===== config.mk =====
export PLATFORM = sky130hd
export DESIGN_NAME = key_event_ctrl
export DESIGN_NICKNAME = d
export VERILOG_FILES = /design/src/rtl/key_event_ctrl.sv
export SDC_FILE = /design/constraint.sdc
export NUM_CORES = 1
export LEC_CHECK = 0
export ABC_CLOCK_PERIOD_IN_PS = 2200
export CORE_MARGIN = 3
export CORE_UTILIZATION = 43
export CTS_BUF_LIST = sky130_fd_sc_hd__clkbuf_8 sky130_fd_sc_hd__clkbuf_16
export DETAILED_ROUTE_END_ITERATION = 6
export SLEW_MARGIN = 40
export SYNTH_ARGS = -nofsm -noshare
export SYNTH_HDL_FRONTEND = slang
export SYNTH_SLANG_ARGS = --single-unit

===== constraint.sdc =====
create_clock -name clk -period 2.2 [get_ports clk]
set_clock_uncertainty 0.05 [all_clocks]
set_input_delay 0.33 -clock clk [delete_from_list [all_inputs] [get_ports clk]]
set_output_delay 0.33 -clock clk [all_outputs]
set_load 0.05 [all_outputs]

===== src/rtl/key_event_ctrl.sv =====
// Multi-key event controller: classifies per-key press activity into SHORT/LONG/LONG_REL
// events, holds them in one-entry slots and round-robins them into a shared event FIFO.
module key_event_ctrl #(
    parameter int NKEY       = 4,
    parameter int LONG_CNT   = 25_000_000,
    parameter int FIFO_DEPTH = 4
) (
    input  logic                    clk,
    input  logic                    rst_n,
    input  logic [NKEY-1:0]         key_flag,
    input  logic [NKEY-1:0]         key_state,
    output logic                    evt_valid,
    input  logic                    evt_ready,
    output logic [$clog2(NKEY)-1:0] evt_key,
    output logic [1:0]              evt_type,
    output logic                    overflow,
    input  logic                    clr_ovf
);
    // state  | meaning
    // S_IDLE | key released, waiting for a press flag
    // S_HELD | key pressed, hold counter running toward LONG_CNT-1
    // S_LONG | long press already reported, waiting for release
    localparam int KW = $clog2(NKEY);
    localparam int CW = $clog2(LONG_CNT);
    localparam int AW = $clog2(FIFO_DEPTH);

    localparam logic [CW-1:0] CNT_TC    = CW'(LONG_CNT - 1);
    localparam logic [KW-1:0] KEY_LAST  = KW'(NKEY - 1);
    localparam logic [AW:0]   FIFO_FULL = (AW + 1)'(FIFO_DEPTH);
    localparam logic [1:0]    EVT_SHORT = 2'b00;
    localparam logic [1:0]    EVT_LONG  = 2'b01;
    localparam logic [1:0]    EVT_LREL  = 2'b10;

    typedef enum logic [1:0] {S_IDLE, S_HELD, S_LONG} key_st_e;

    logic [NKEY-1:0] slot_v;
    logic [NKEY-1:0] drop;
    logic [1:0]      slot_t [NKEY];
    logic [KW-1:0]   last_grant;
    logic [KW-1:0]   gnt_idx;
    logic [KW-1:0]   cand;
    logic            gnt_any;
    logic            push;
    logic            pop;
    logic [KW+1:0]   mem [FIFO_DEPTH];
    logic [AW-1:0]   wr_ptr;
    logic [AW-1:0]   rd_ptr;
    logic [AW:0]     count;

    for (genvar k = 0; k < NKEY; k++) begin : g_key
        key_st_e       st;
        logic [CW-1:0] cnt;
        logic          rv;
        logic [1:0]    rt;
        logic          sv;
        logic [1:0]    stype;
        logic          gnt_here;

        always_ff @(posedge clk) begin
            if (!rst_n) begin
                st  <= S_IDLE;
                cnt <= '0;
                rv  <= 1'b0;
                rt  <= EVT_SHORT;
            end else begin
                rv <= 1'b0;
                case (st)
                    S_IDLE: begin
                        if (key_flag[k] && !key_state[k]) begin
                            st  <= S_HELD;
                            cnt <= '0;
                        end
                    end
                    S_HELD: begin
                        if (cnt != CNT_TC) cnt <= cnt + 1'b1;
                        // a release in the terminal-count cycle still reports SHORT
                        if (key_flag[k] && key_state[k]) begin
                            rv <= 1'b1;
                            rt <= EVT_SHORT;
                            st <= S_IDLE;
                        end else if (cnt == CNT_TC) begin
                            rv <= 1'b1;
                            rt <= EVT_LONG;
                            st <= S_LONG;
                        end
                    end
                    S_LONG: begin
                        if (key_flag[k] && key_state[k]) begin
                            rv <= 1'b1;
                            rt <= EVT_LREL;
                            st <= S_IDLE;
                        end
                    end
                    default: st <= S_IDLE;
                endcase
            end
        end

        assign gnt_here = push && (gnt_idx == KW'(k));
        assign drop[k]  = rv && sv && !gnt_here;

        // a slot being granted this edge may be refilled by a fresh event
        always_ff @(posedge clk) begin
            if (!rst_n) begin
                sv    <= 1'b0;
                stype <= EVT_SHORT;
            end else if (rv) begin
                if (!sv || gnt_here) begin
                    sv    <= 1'b1;
                    stype <= rt;
                end
            end else if (gnt_here) begin
                sv <= 1'b0;
            end
        end

        assign slot_v[k] = sv;
        assign slot_t[k] = stype;
    end

    always_comb begin
        gnt_any = 1'b0;
        gnt_idx = '0;
        cand    = last_grant;
        for (int i = 0; i < NKEY; i++) begin
            cand = (cand == KEY_LAST) ? '0 : cand + 1'b1;
            if (!gnt_any && slot_v[cand]) begin
                gnt_any = 1'b1;
                gnt_idx = cand;
            end
        end
        if (count == FIFO_FULL) gnt_any = 1'b0;
    end

    assign push = gnt_any;
    assign pop  = evt_valid && evt_ready;

    always_ff @(posedge clk) begin
        if (!rst_n) begin
            wr_ptr     <= '0;
            rd_ptr     <= '0;
            count      <= '0;
            last_grant <= KEY_LAST;
            overflow   <= 1'b0;
            for (int i = 0; i < FIFO_DEPTH; i++) mem[i] <= '0;
        end else begin
            if (push) begin
                mem[wr_ptr] <= {gnt_idx, slot_t[gnt_idx]};
                wr_ptr      <= wr_ptr + 1'b1;
                last_grant  <= gnt_idx;
            end
            if (pop) rd_ptr <= rd_ptr + 1'b1;
            if (push && !pop)      count <= count + 1'b1;
            else if (pop && !push) count <= count - 1'b1;
            if (|drop)        overflow <= 1'b1;
            else if (clr_ovf) overflow <= 1'b0;
        end
    end

    assign evt_valid           = (count != '0);
    assign {evt_key, evt_type} = mem[rd_ptr];

endmodule


# Yosys cells after proc, flatten, opt, wreduce, memory -nomap -nowiden
# Memory sizes are Yosys's and may differ from the RTL's. A register that Yosys moved wholly into a read port is not among the register bits.
# Index checks and enable logic that the tools add are counted.
[classes] muxes=113 bitwise=1 magnitude_cmp=5 reduce_logical=89 eq_ne=44 add_sub_neg=12
[op_table] op="25-bit 2-to-1 mux" count=8
[op_table] op="25-bit one-hot mux with 2 select lines" count=4
[op_table] op="25-bit by 1-bit adder with 25-bit output, second input constant" count=4
[op_table] op="25-bit == test, second input constant" count=4
[op_table] op="25-bit != test, second input constant" count=4
[op_table] op="2-bit 2-to-1 mux" count=41
[op_table] op="1-bit 2-to-1 mux" count=40
[op_table] op="3-bit AND reduction" count=12
[op_table] op="2-bit nonzero test" count=14
[op_table] op="1-bit logical AND" count=26
[op_table] op="2-bit != test, second input constant" count=12
[op_table] op="2-bit one-hot mux with 3 select lines" count=4
[op_table] op="2-bit == test, second input constant" count=10
[op_table] op="1-bit logical NOT" count=17
[op_table] op="2-bit one-hot mux with 2 select lines" count=4
[op_table] op="2-bit AND reduction" count=8
[op_table] op="2-bit by 1-bit adder with 2-bit output, second input constant" count=6
[op_table] op="2-bit by 3-bit less-than comparator with 1-bit output, second input constant" count=4
[op_table] op="3-bit != test, second input constant" count=4
[op_table] op="2-bit by 1-bit == test with 1-bit output, second input constant" count=5
[op_table] op="2-bit logical NOT" count=5
[op_table] op="1-bit binary-select mux with 2-bit select" count=4
[op_table] op="2-bit by 1-bit != test with 1-bit output, second input constant" count=4
[op_table] op="1-bit one-hot mux with 2 select lines" count=4
[op_table] op="other kinds (11)" count=16
[word_totals] register_bits=142 in_bits=12 ramBits=16 elab_cells=294 n_memories=1
[mem_list] name="mem" words=4 word_bits=4 rd=1 rd_ports_with_merged_regs=1 wr=4 line="45" text="logic [KW+1:0] mem [FIFO_DEPTH];"

# Depth between registers and ports, before layout
# Gate-level depths: netlist of run 1.
[depth] word_depth=20 depth_mapped=11 mapped_depth_nobuf=9

# Least setup slack after synthesis of run 1
# OpenSTA, ideal clock, no wires.
[synth_timing] kind="register to register" from="reg count[0]" to="reg count[2]" arrival_time_ps=2281 setup_time_ps=70 path_stages_with_launch=9 setup_slack_ps=-202 cell_sequence="dfxtp_1 -> or3_1 -> nand2_1 -> ha_1 -> inv_1 -> fa_1 -> xor2_1 -> or3_1 -> a21oi_1"
[synth_via] elab_chain_len=5 word_cells_on_any_way=13 cone_classes="add/sub: 2; eq/ne: 1; mux: 3; reduce/logical: 7"
[synth_lines] item="start, declared" line="48" text="logic [AW:0] count;"
[synth_lines] item="start signal, assigned" line="153" text="if (push && !pop) count <= count + 1'b1;"
[synth_lines] item="start signal, assigned" line="154" text="else if (pop && !push) count <= count - 1'b1;"
[synth_lines] item="3-bit nonzero test *" line="160" text="assign evt_valid = (count != '0);"
[synth_lines] item="named net evt_valid" line="12" text="output logic evt_valid,"
[synth_lines] item="1-bit logical AND *" line="136" text="assign pop = evt_valid && evt_ready;"
[synth_lines] item="1-bit logical NOT" line="153"
[synth_lines] item="1-bit logical AND" line="153"
[synth_lines] item="3-bit 2-to-1 mux / 2-bit nonzero test (equally long branches)"
# Mark *: on every way through the listed nets, which the timed path passes. The rest lies on a longest branch. The select of a mux whose other input is x is not followed.
# A chain may end at the register's enable or synchronous reset.

==> impl_results.rst, run 1 <==
.. list-table::
   :header-rows: 1

   * - Metric
     - Value
   * - Result of the run
     - finished clean
   * - CP cell instances
     - ha_4 > o31ai_1 > and2_1 > or3_4 > mux2i_2 > mux2_4 > nor3_1
   * - Final wirelength
     - 16000 um
   * - Core outline area
     - 18000 um2
   * - Fraction of layout instances using a drive strength above 1
     - 0.161
   * - Area of the die
     - 20100 um2
   * - Critical Setup Path Class
     - reg2reg
   * - Max Clk Rate
     - 471 MHz
   * - Number of antenna-violating nets in the routed design
     - 0
   * - Final layout net count
     - 1018
   * - Iteration count of the initial detailed-routing pass
     - 4
   * - Number of synthesized flops with an enable pin
     - 16
   * - Global routing met3 resource utilization
     - 0.0418
   * - Hpwl dp
     - 11300 um
   * - Power share of the clock group
     - 0.436
   * - Cell Area, Placed
     - 8830 um2
   * - Number of antenna cells inserted
     - 0
   * - Met2 track demand over resource in global routing
     - 0.249
   * - Arr. time, crit path
     - 2.33 ns
   * - Static power due to leakage
     - 3.61 nW
   * - Cell Pwr Density
     - 700 nW/um2
   * - Effective utilization at floorplan
     - 0.441
   * - Number of buffers created by CTS
     - 17
   * - Kind of start point of the critical path
     - register
   * - Final WS setup
     - 0.0783 ns
   * - Data required, critical path
     - 2.41 ns
   * - Critical path's largest stage delay
     - 0.39 ns
   * - Maximum vdd drop
     - 631 uV
   * - Max-capacitance violation count
     - 0
   * - Primary FF master, synth
     - dfxtp_1
   * - Sinks on the clock net
     - 160
   * - Net count after synthesis
     - 934
   * - Antenna violations before repair
     - 0
   * - Pin count of the biggest net entering global routing
     - 32
   * - Psw
     - 1.61 mW
   * - Flip-flop and latch count after synthesis
     - 160
   * - Final Hold Violating Endpoints
     - 0
   * - Via count normalized by instance count
     - 5.23
   * - Number of H-tree levels
     - 4
   * - TritonCTS clock tree
     - yes
   * - Setup WS pre-CTS
     - -0.171 ns
   * - Slowest stage cell on the critical path
     - or3_4
   * - Worst-skew pair later-pin latency
     - 0.42 ns
   * - Cell count along the critical path
     - 7
   * - Mapped Avg Cell Area
     - 8.79 um2
   * - Switching part of the total
     - 0.238
   * - Setup repair after global routing missed its margin
     - true
   * - Gr busiest metal
     - met2
   * - Part of the total power dissipated in sequential elements
     - 0.452
   * - Proportion of synthesized chip area in sequential cells
     - 0.424
   * - Via total after detailed routing
     - 6413
   * - Area added between synthesis and finish
     - 21.6%
   * - Grt met1 use
     - 0.245
   * - Setup-failing EPs final
     - 0
   * - Clock Pin Slew Worst Setup and Hold Paths
     - 0.06 ns
   * - Post-synth cell types
     - 81
   * - Port Buffer Count
     - 17
   * - Per-cell routed wire length
     - 13.1 um
   * - Internal cell power
     - 5.16 mW
   * - Number of global-route vias before repair
     - 6002
   * - Measured slew at the worst slew-check pin
     - 0.572 ns
   * - Placer Congestion
     - 0.841
   * - Overflow after GRT
     - 0
   * - Buffering stage count on the worst path with inverters included
     - 0
   * - FFs w/ async S/R, synth
     - 0
   * - Initial detailed-routing violation count
     - 282
   * - Final worst path period need
     - 2.12 ns
   * - Delay-heaviest family, CP
     - simple AND/OR/NAND/NOR gates
   * - Post-synthesis instance area
     - 7940 um2
   * - Cell depth of the worst hold path
     - 2
   * - Total global routing track utilization
     - 0.168
   * - Period utilisation layout
     - 0.964
   * - Count of final max-slew check failures
     - 0
   * - Worst reg2reg path depth
     - 7
   * - Overall die width
     - 142 um
   * - First-pass GRT wire length
     - 28200 um
   * - Setup crit end kind
     - register
   * - Highest net fanout along the worst path
     - 7
   * - Mapped Cells
     - 903
   * - Maximum number of buffers from clock root to sink
     - 2
   * - Overall die height
     - 142 um
   * - Classification of the worst-slack hold path
     - reg2reg
   * - Part of the power in combinational logic
     - 0.113
   * - Relative slew slack
     - 0.614
   * - Count of warnings emitted by yosys
     - 0
   * - IO Pins
     - 18
   * - Final Cell Area
     - 9660 um2
   * - Site Rows
     - 49
   * - Number of DRC violations after detailed routing
     - 0
   * - CTS root buf
     - clkbuf_16
## state kept, by name, indices dropped and copies added, names as in the netlist, named ones only
| name | cells |
|---|---|
| g_key.stype | 8 |
| mem | 16 |
| rd_ptr | 2 |
| g_key.rt | 8 |
| g_key.st | 8 |
| g_key.cnt | 100 |
| overflow | 1 |
| g_key.rv | 4 |
| g_key.sv | 4 |
| last_grant | 2 |
| count | 3 |
| wr_ptr | 2 |
## tightest hold or removal path, stage by stage, from the launching register on
cell	delay [ns]
dfxtp_1	0.31
nand2_1	0.05
mux2i_1	0.05
## power groups by stage
stage	combinational [mW]	sequential [mW]	clock [mW]
5_1_grt	0.837	3.06	3.17
3_5_place_dp	0.731	3.11	0
3_3_place_gp	0.732	3.11	0
6_report	0.761	3.06	2.95
4_1_cts	0.725	3.05	3.04
2_1_floorplan	0.493	3.11	0
## final timing paths
check	slack, ns	startpoint	end
worst max register to register	0.08	last_grant[1]	mem[1][0]
worst min-delay path	0.41	g_key[0].rt[1]	g_key[0].stype[1]
worst min register to register	0.41	g_key[0].rt[1]	g_key[0].stype[1]
worst max-delay path	0.08	last_grant[1]	mem[1][0]
## cell usage after synthesis (3+ instances only)
master | count | area share
nor4_1 | 7 | 0.0055
xor2_1 | 61 | 0.067
nand2_1 | 77 | 0.036
nor3_1 | 21 | 0.013
o31ai_1 | 3 | 0.0028
and4_1 | 7 | 0.0077
edfxtp_1 | 16 | 0.061
nand2b_1 | 11 | 0.0087
o211ai_1 | 6 | 0.0057
nand4b_1 | 4 | 0.0044
a21oi_1 | 40 | 0.025
a31oi_1 | 5 | 0.0039
and3_1 | 21 | 0.017
and3b_1 | 3 | 0.0033
mux2_2 | 3 | 0.0043
xnor2_1 | 17 | 0.019
inv_1 | 31 | 0.015
clkbuf_1 | 18 | 0.0085
nor4b_1 | 6 | 0.0066
nor3_2 | 3 | 0.0038
ha_1 | 18 | 0.028
or4_1 | 6 | 0.0057
nand4_1 | 29 | 0.023
o21ai_0 | 30 | 0.019
or3_1 | 17 | 0.013
nand3_1 | 57 | 0.036
nor2b_1 | 6 | 0.0047
o21a_1 | 7 | 0.0066
nand3b_1 | 3 | 0.0028
nor2_1 | 127 | 0.060
a211oi_1 | 7 | 0.0066
mux4_2 | 4 | 0.011
dfxtp_1 | 144 | 0.36
buf_2 | 6 | 0.0038
mux2i_1 | 17 | 0.021
and2_1 | 9 | 0.0071
## per-stage QoR
step	hold slack, ns	std cells	utilization	total power [mW]	setup TNS (ns)
finish	0.405	1227	0.536	6.76	0
global route	0.442	1227	0.536	7.07	-0.0543
CTS	0.407	1222	0.524	6.82	0
detailed placement	0.398	1192	0.490	3.85	-2.37
global placement	0.396	1192	0.490	3.85	-1.20
floorplan	0.381	903	-	3.60	0
## cell families (layout without fill, tap and decap cells)
kind of cell    count (synthesis)  count (layout)  synth area share
fa+ha+maj                      19              19            0.0309
buf+inv                        61             155            0.0314
simple gates                  431             432             0.284
xor+xnor                       78              78            0.0860
mux                            24              24            0.0370
compound gates                130             130             0.108
flops                         160             160             0.424
## final cells by class
class | count | area (um2)
clock buffers | 22 | 505
clock inverters | 8 | 87.6
fillers | 1710 | 8370
inverters | 32 | 121
multi-input cells | 683 | 4540
flip-flops and latches | 160 | 3370
well taps | 229 | 287
repair buffers | 93 | 746
## cell usage in the layout (no fill, tap or decap), types with 9 or more instances in the layout
cell type / instances
clkbuf_16: 18
o21ai_0: 29
clkdlybuf4s50_1: 12
a21oi_1: 40
ha_1: 14
nand2_1: 76
and3_1: 21
inv_1: 35
mux2i_1: 16
xnor2_1: 17
edfxtp_1: 16
nor3_1: 18
dfxtp_1: 137
nand4_1: 29
and2_1: 9
or3_1: 15
xor2_1: 61
nor2_1: 126
nand3_1: 56
nand2b_1: 10
buf_4: 78
## metal layers
layer | vias up | share of wire | wire length (um)
met5 | - | 0 | 0
met4 | 0 | 0.0084 | 135
met3 | 9 | 0.030 | 484
met2 | 73 | 0.44 | 7030
met1 | 2950 | 0.52 | 8400
li1 | 3381 | - | -
## what timing repair did
item | 4_1_cts | 5_1_grt
endpoints found under the setup margin | 15 | 62
pin swaps | 0 | 11
gates cloned | 0 | 1
resized for setup | 5 | 36
setup buffers | 0 | 4
hold buffers | 0 | 0
(Power assumes the default switching activity.)
==> run 2: changes to the inputs <==
--- a/config.mk
+++ b/config.mk
@@ -9,6 +9,7 @@
 export CORE_MARGIN = 3
 export CORE_UTILIZATION = 43
 export CTS_BUF_LIST = sky130_fd_sc_hd__clkbuf_8 sky130_fd_sc_hd__clkbuf_16
+export CTS_CLUSTER_DIAMETER = 50
 export DETAILED_ROUTE_END_ITERATION = 6
 export SLEW_MARGIN = 40
 export SYNTH_ARGS = -nofsm -noshare
==> results of run 2 <==
Same layout as run 1: the final DEF is identical, and so are final timing and power.
==> run 3: changes to the inputs <==
--- a/config.mk
+++ b/config.mk
@@ -11,6 +11,7 @@
 export CTS_BUF_LIST = sky130_fd_sc_hd__clkbuf_8 sky130_fd_sc_hd__clkbuf_16
 export CTS_CLUSTER_DIAMETER = 50
 export DETAILED_ROUTE_END_ITERATION = 6
+export PLACE_DENSITY = 0.61
 export SLEW_MARGIN = 40
 export SYNTH_ARGS = -nofsm -noshare
 export SYNTH_HDL_FRONTEND = slang
==> constraint.sdc (replaced) <==
create_clock -name clk -period 2.2 [get_ports clk]
set_clock_uncertainty 0.05 [all_clocks]
set_input_delay 0.44 -clock clk [delete_from_list [all_inputs] [get_ports clk]]
set_output_delay 0.44 -clock clk [all_outputs]
set_load 0.05 [all_outputs]
==> run 3 against run 2 <==
  * Worst hold slack worse by 0.0014 ns
  * Sequential cell count stayed put
  * Register-to-register slack hardly changed
  * Routed wire length is 0.85% lower
  * Fmax is 0.21% lower
  * Count of clock-buffer cells in the layout is 5 lower
  * Critical path type unchanged
  * Largest cell class unchanged
  * Highest routed layer unchanged
==> impl_results.rst, run 3 (synthesized netlist as in run 1, its figures left out) <==
.. list-table::
   :header-rows: 1

   * - Metric
     - Value
   * - Initial detailed-routing violation count
     - 339 (was 282)
   * - Final Cell Area
     - 9540 um2 (was 9660 um2)
   * - Most frequent cells in the layout
     - dfxtp_1, nor2_1, nand2_1 (was dfxtp_1, nor2_1, buf_4)
   * - Number of DRC violations after detailed routing
     - 0 (unchanged)
   * - Most common library cell in the layout ignoring fill and taps
     - dfxtp_1 (unchanged)
   * - Effective utilization at floorplan
     - 0.441 (unchanged)
   * - Hpwl dp
     - 11500 um (was 11300 um)
   * - Pin count of the biggest net entering global routing
     - 28 (was 32)
   * - Capture instance of the worst register-to-register path
     - mem[2][0] (was mem[1][0])
   * - TritonCTS clock tree
     - yes (unchanged)
   * - Setup crit end kind
     - register (unchanged)
   * - Final layout net count
     - 1014 (was 1018)
   * - CTS root buf
     - clkbuf_16 (unchanged)
   * - Number of H-tree levels
     - 4 (unchanged)
   * - Core outline area
     - 18000 um2 (unchanged)
   * - Worst r2r src
     - last_grant[1] (unchanged)
   * - Iteration count of the initial detailed-routing pass
     - 5 (was 4)
   * - Setup-failing EPs final
     - 0 (unchanged)
   * - Final wirelength
     - 15900 um (was 16000 um)
   * - Launch point of the critical path
     - last_grant[1] (unchanged)
   * - Gr busiest metal
     - met2 (unchanged)
   * - Number of global-route vias before repair
     - 6168 (was 6002)
   * - Via count normalized by instance count
     - 5.27 (was 5.23)
   * - Fraction of layout instances using a drive strength above 1
     - 0.155 (was 0.161)
   * - Cell Pwr Density
     - 705 nW/um2 (was 700 nW/um2)
   * - Antenna violations before repair
     - 0 (unchanged)
   * - Cell Area, Placed
     - 8830 um2 (about the same)
   * - Final total power
     - 6.73 mW (was 6.76 mW)
   * - Overall die width
     - 142 um (unchanged)
   * - Worst-skew pair later-pin latency
     - 0.42 ns (about the same)
   * - Result of the run
     - finished clean (unchanged)
   * - Kind of start point of the critical path
     - register (unchanged)
   * - Worst reg2reg path depth
     - 7 (unchanged)
   * - Placer Congestion
     - 0.804 (was 0.841)
   * - Number of antenna-violating nets in the routed design
     - 0 (unchanged)
   * - Number of antenna cells inserted
     - 0 (unchanged)
   * - Count of final max-slew check failures
     - 0 (unchanged)
   * - Overflow after GRT
     - 0 (unchanged)
   * - Final Hold Violating Endpoints
     - 0 (unchanged)
   * - Final worst path period need
     - 2.13 ns (was 2.12 ns)
   * - Max Clk Rate
     - 470 MHz (was 471 MHz)
   * - Measured slew at the worst slew-check pin
     - 0.589 ns (was 0.572 ns)
   * - Setup repair after global routing missed its margin
     - true (unchanged)
   * - Classification of the worst-slack hold path
     - reg2reg (unchanged)
   * - Clock Pin Slew Worst Setup and Hold Paths
     - 0.06 ns (about the same)
   * - Critical Setup Path Class
     - reg2reg (unchanged)
   * - Met2 track demand over resource in global routing
     - 0.272 (was 0.249)
   * - Port Buffer Count
     - 17 (unchanged)
   * - Site Rows
     - 49 (unchanged)
   * - Via total after detailed routing
     - 6456 (was 6413)
   * - Biggest register
     - g_key.cnt (unchanged)
   * - Max-capacitance violation count
     - 0 (unchanged)
   * - Relative slew slack
     - 0.603 (was 0.614)
   * - Number of buffers created by CTS
     - 17 (unchanged)
   * - First-pass GRT wire length
     - 28000 um (was 28200 um)
   * - Minimum setup slack among reg-to-reg paths
     - 0.07 ns (was 0.08 ns)
   * - Maximum number of buffers from clock root to sink
     - 2 (unchanged)
   * - Area of the die
     - 20100 um2 (unchanged)
   * - Sinks on the clock net
     - 160 (unchanged)
   * - Area added between synthesis and finish
     - 20.2% (was 21.6%)
   * - Worst hold slack after final layout
     - 0.404 ns (was 0.405 ns)
   * - Maximum vdd drop
     - 520 uV (was 631 uV)
   * - Summed negative setup slack over all endpoints
     - 0 ns (unchanged)
   * - Overall die height
     - 142 um (unchanged)
   * - Data required, critical path
     - 2.41 ns (about the same)
   * - Highest net fanout along the worst path
     - 9 (was 7)
   * - IO Pins
     - 18 (unchanged)
   * - Total global routing track utilization
     - 0.165 (was 0.168)
   * - Registers with the most flip-flops
     - g_key.cnt: 100 flops, mem: 16 flops (unchanged)
   * - Grt met1 use
     - 0.220 (was 0.245)
   * - Global routing met3 resource utilization
     - 0.0297 (was 0.0418)
   * - Static power due to leakage
     - 3.52 nW (was 3.61 nW)
   * - Period utilisation layout
     - 0.966 (was 0.964)
   * - Per-cell routed wire length
     - 13.0 um (was 13.1 um)
   * - End point of the critical path
     - mem[2][0] (was mem[1][0])
   * - Flip-flop count of the largest register, all copies and words added
     - 100 (unchanged)
   * - Arr. time, crit path
     - 2.33 ns (about the same)
[run 3: where the power goes]
part	total [mW]	internal [mW]	switching, mW
Combinational	0.724	0.300	0.424
Clock	2.95	1.78	1.18
Sequential	3.06	3.00	0.0549
[run 3: metal layers]
| layer | vias up | wire length [um] | part of all wire |
|---|---|---|---|
| li1 | 3375 | - | - |
| met1 | 2996 | 7780 | 0.49 |
| met2 | 66 | 7510 | 0.47 |
| met3 | 19 | 363 | 0.023 |
| met4 | 0 | 257 | 0.016 |
| met5 | - | 0 | 0 |
[run 3: worst min path at each step]
stage / startpoint / endpoint / slack [ns] / depth (start not counted)
after floorplan: g_key[0].rt[1] / g_key[0].stype[1] / 0.38 / 2
after global placement: g_key[0].rt[1] / g_key[0].stype[1] / 0.39 / 2
after detailed placement: g_key[0].rt[1] / g_key[0].stype[1] / 0.40 / 2
after CTS: g_key[0].rt[1] / g_key[0].stype[1] / 0.41 / 2
after global routing: g_key[0].rt[1] / g_key[0].stype[1] / 0.43 / 2
final: g_key[0].rt[1] / g_key[0].stype[1] / 0.40 / 2
[run 3: repair_timing]
item	in CTS	in global routing
setup buffers	0	1
gates resized for setup	3	23
cloned	0	1
hold buffers	0	0
pin swaps	0	6
endpoints found under the setup margin	10	44
[run 3: stage by stage]
step	util	std cells	setup slack, ns
global placement	0.490	1191	-0.144
floorplan	-	903	0.00245
finish	0.530	1225	0.0738
detailed placement	0.490	1191	-0.215
CTS	0.523	1223	0.0141
global route	0.530	1225	-0.00176
[run 3: critical path, cell delays in order (launching register included)]
cell,delay [ns]
dfxtp_1,0.33
ha_4,0.31
o31ai_1,0.07
and2_1,0.17
or3_4,0.40
mux2i_1,0.16
mux2_4,0.30
nor3_1,0.17
[run 3: final cells by class]
cell class	count	area [um2]
Inverter	32	121
Clock buffer	17	425
Fill cell	1685	8480
Multi-Input combinational cell	682	4450
Sequential cell	160	3370
Tap cell	229	287
Timing Repair Buffer	90	721
Clock inverter	15	169
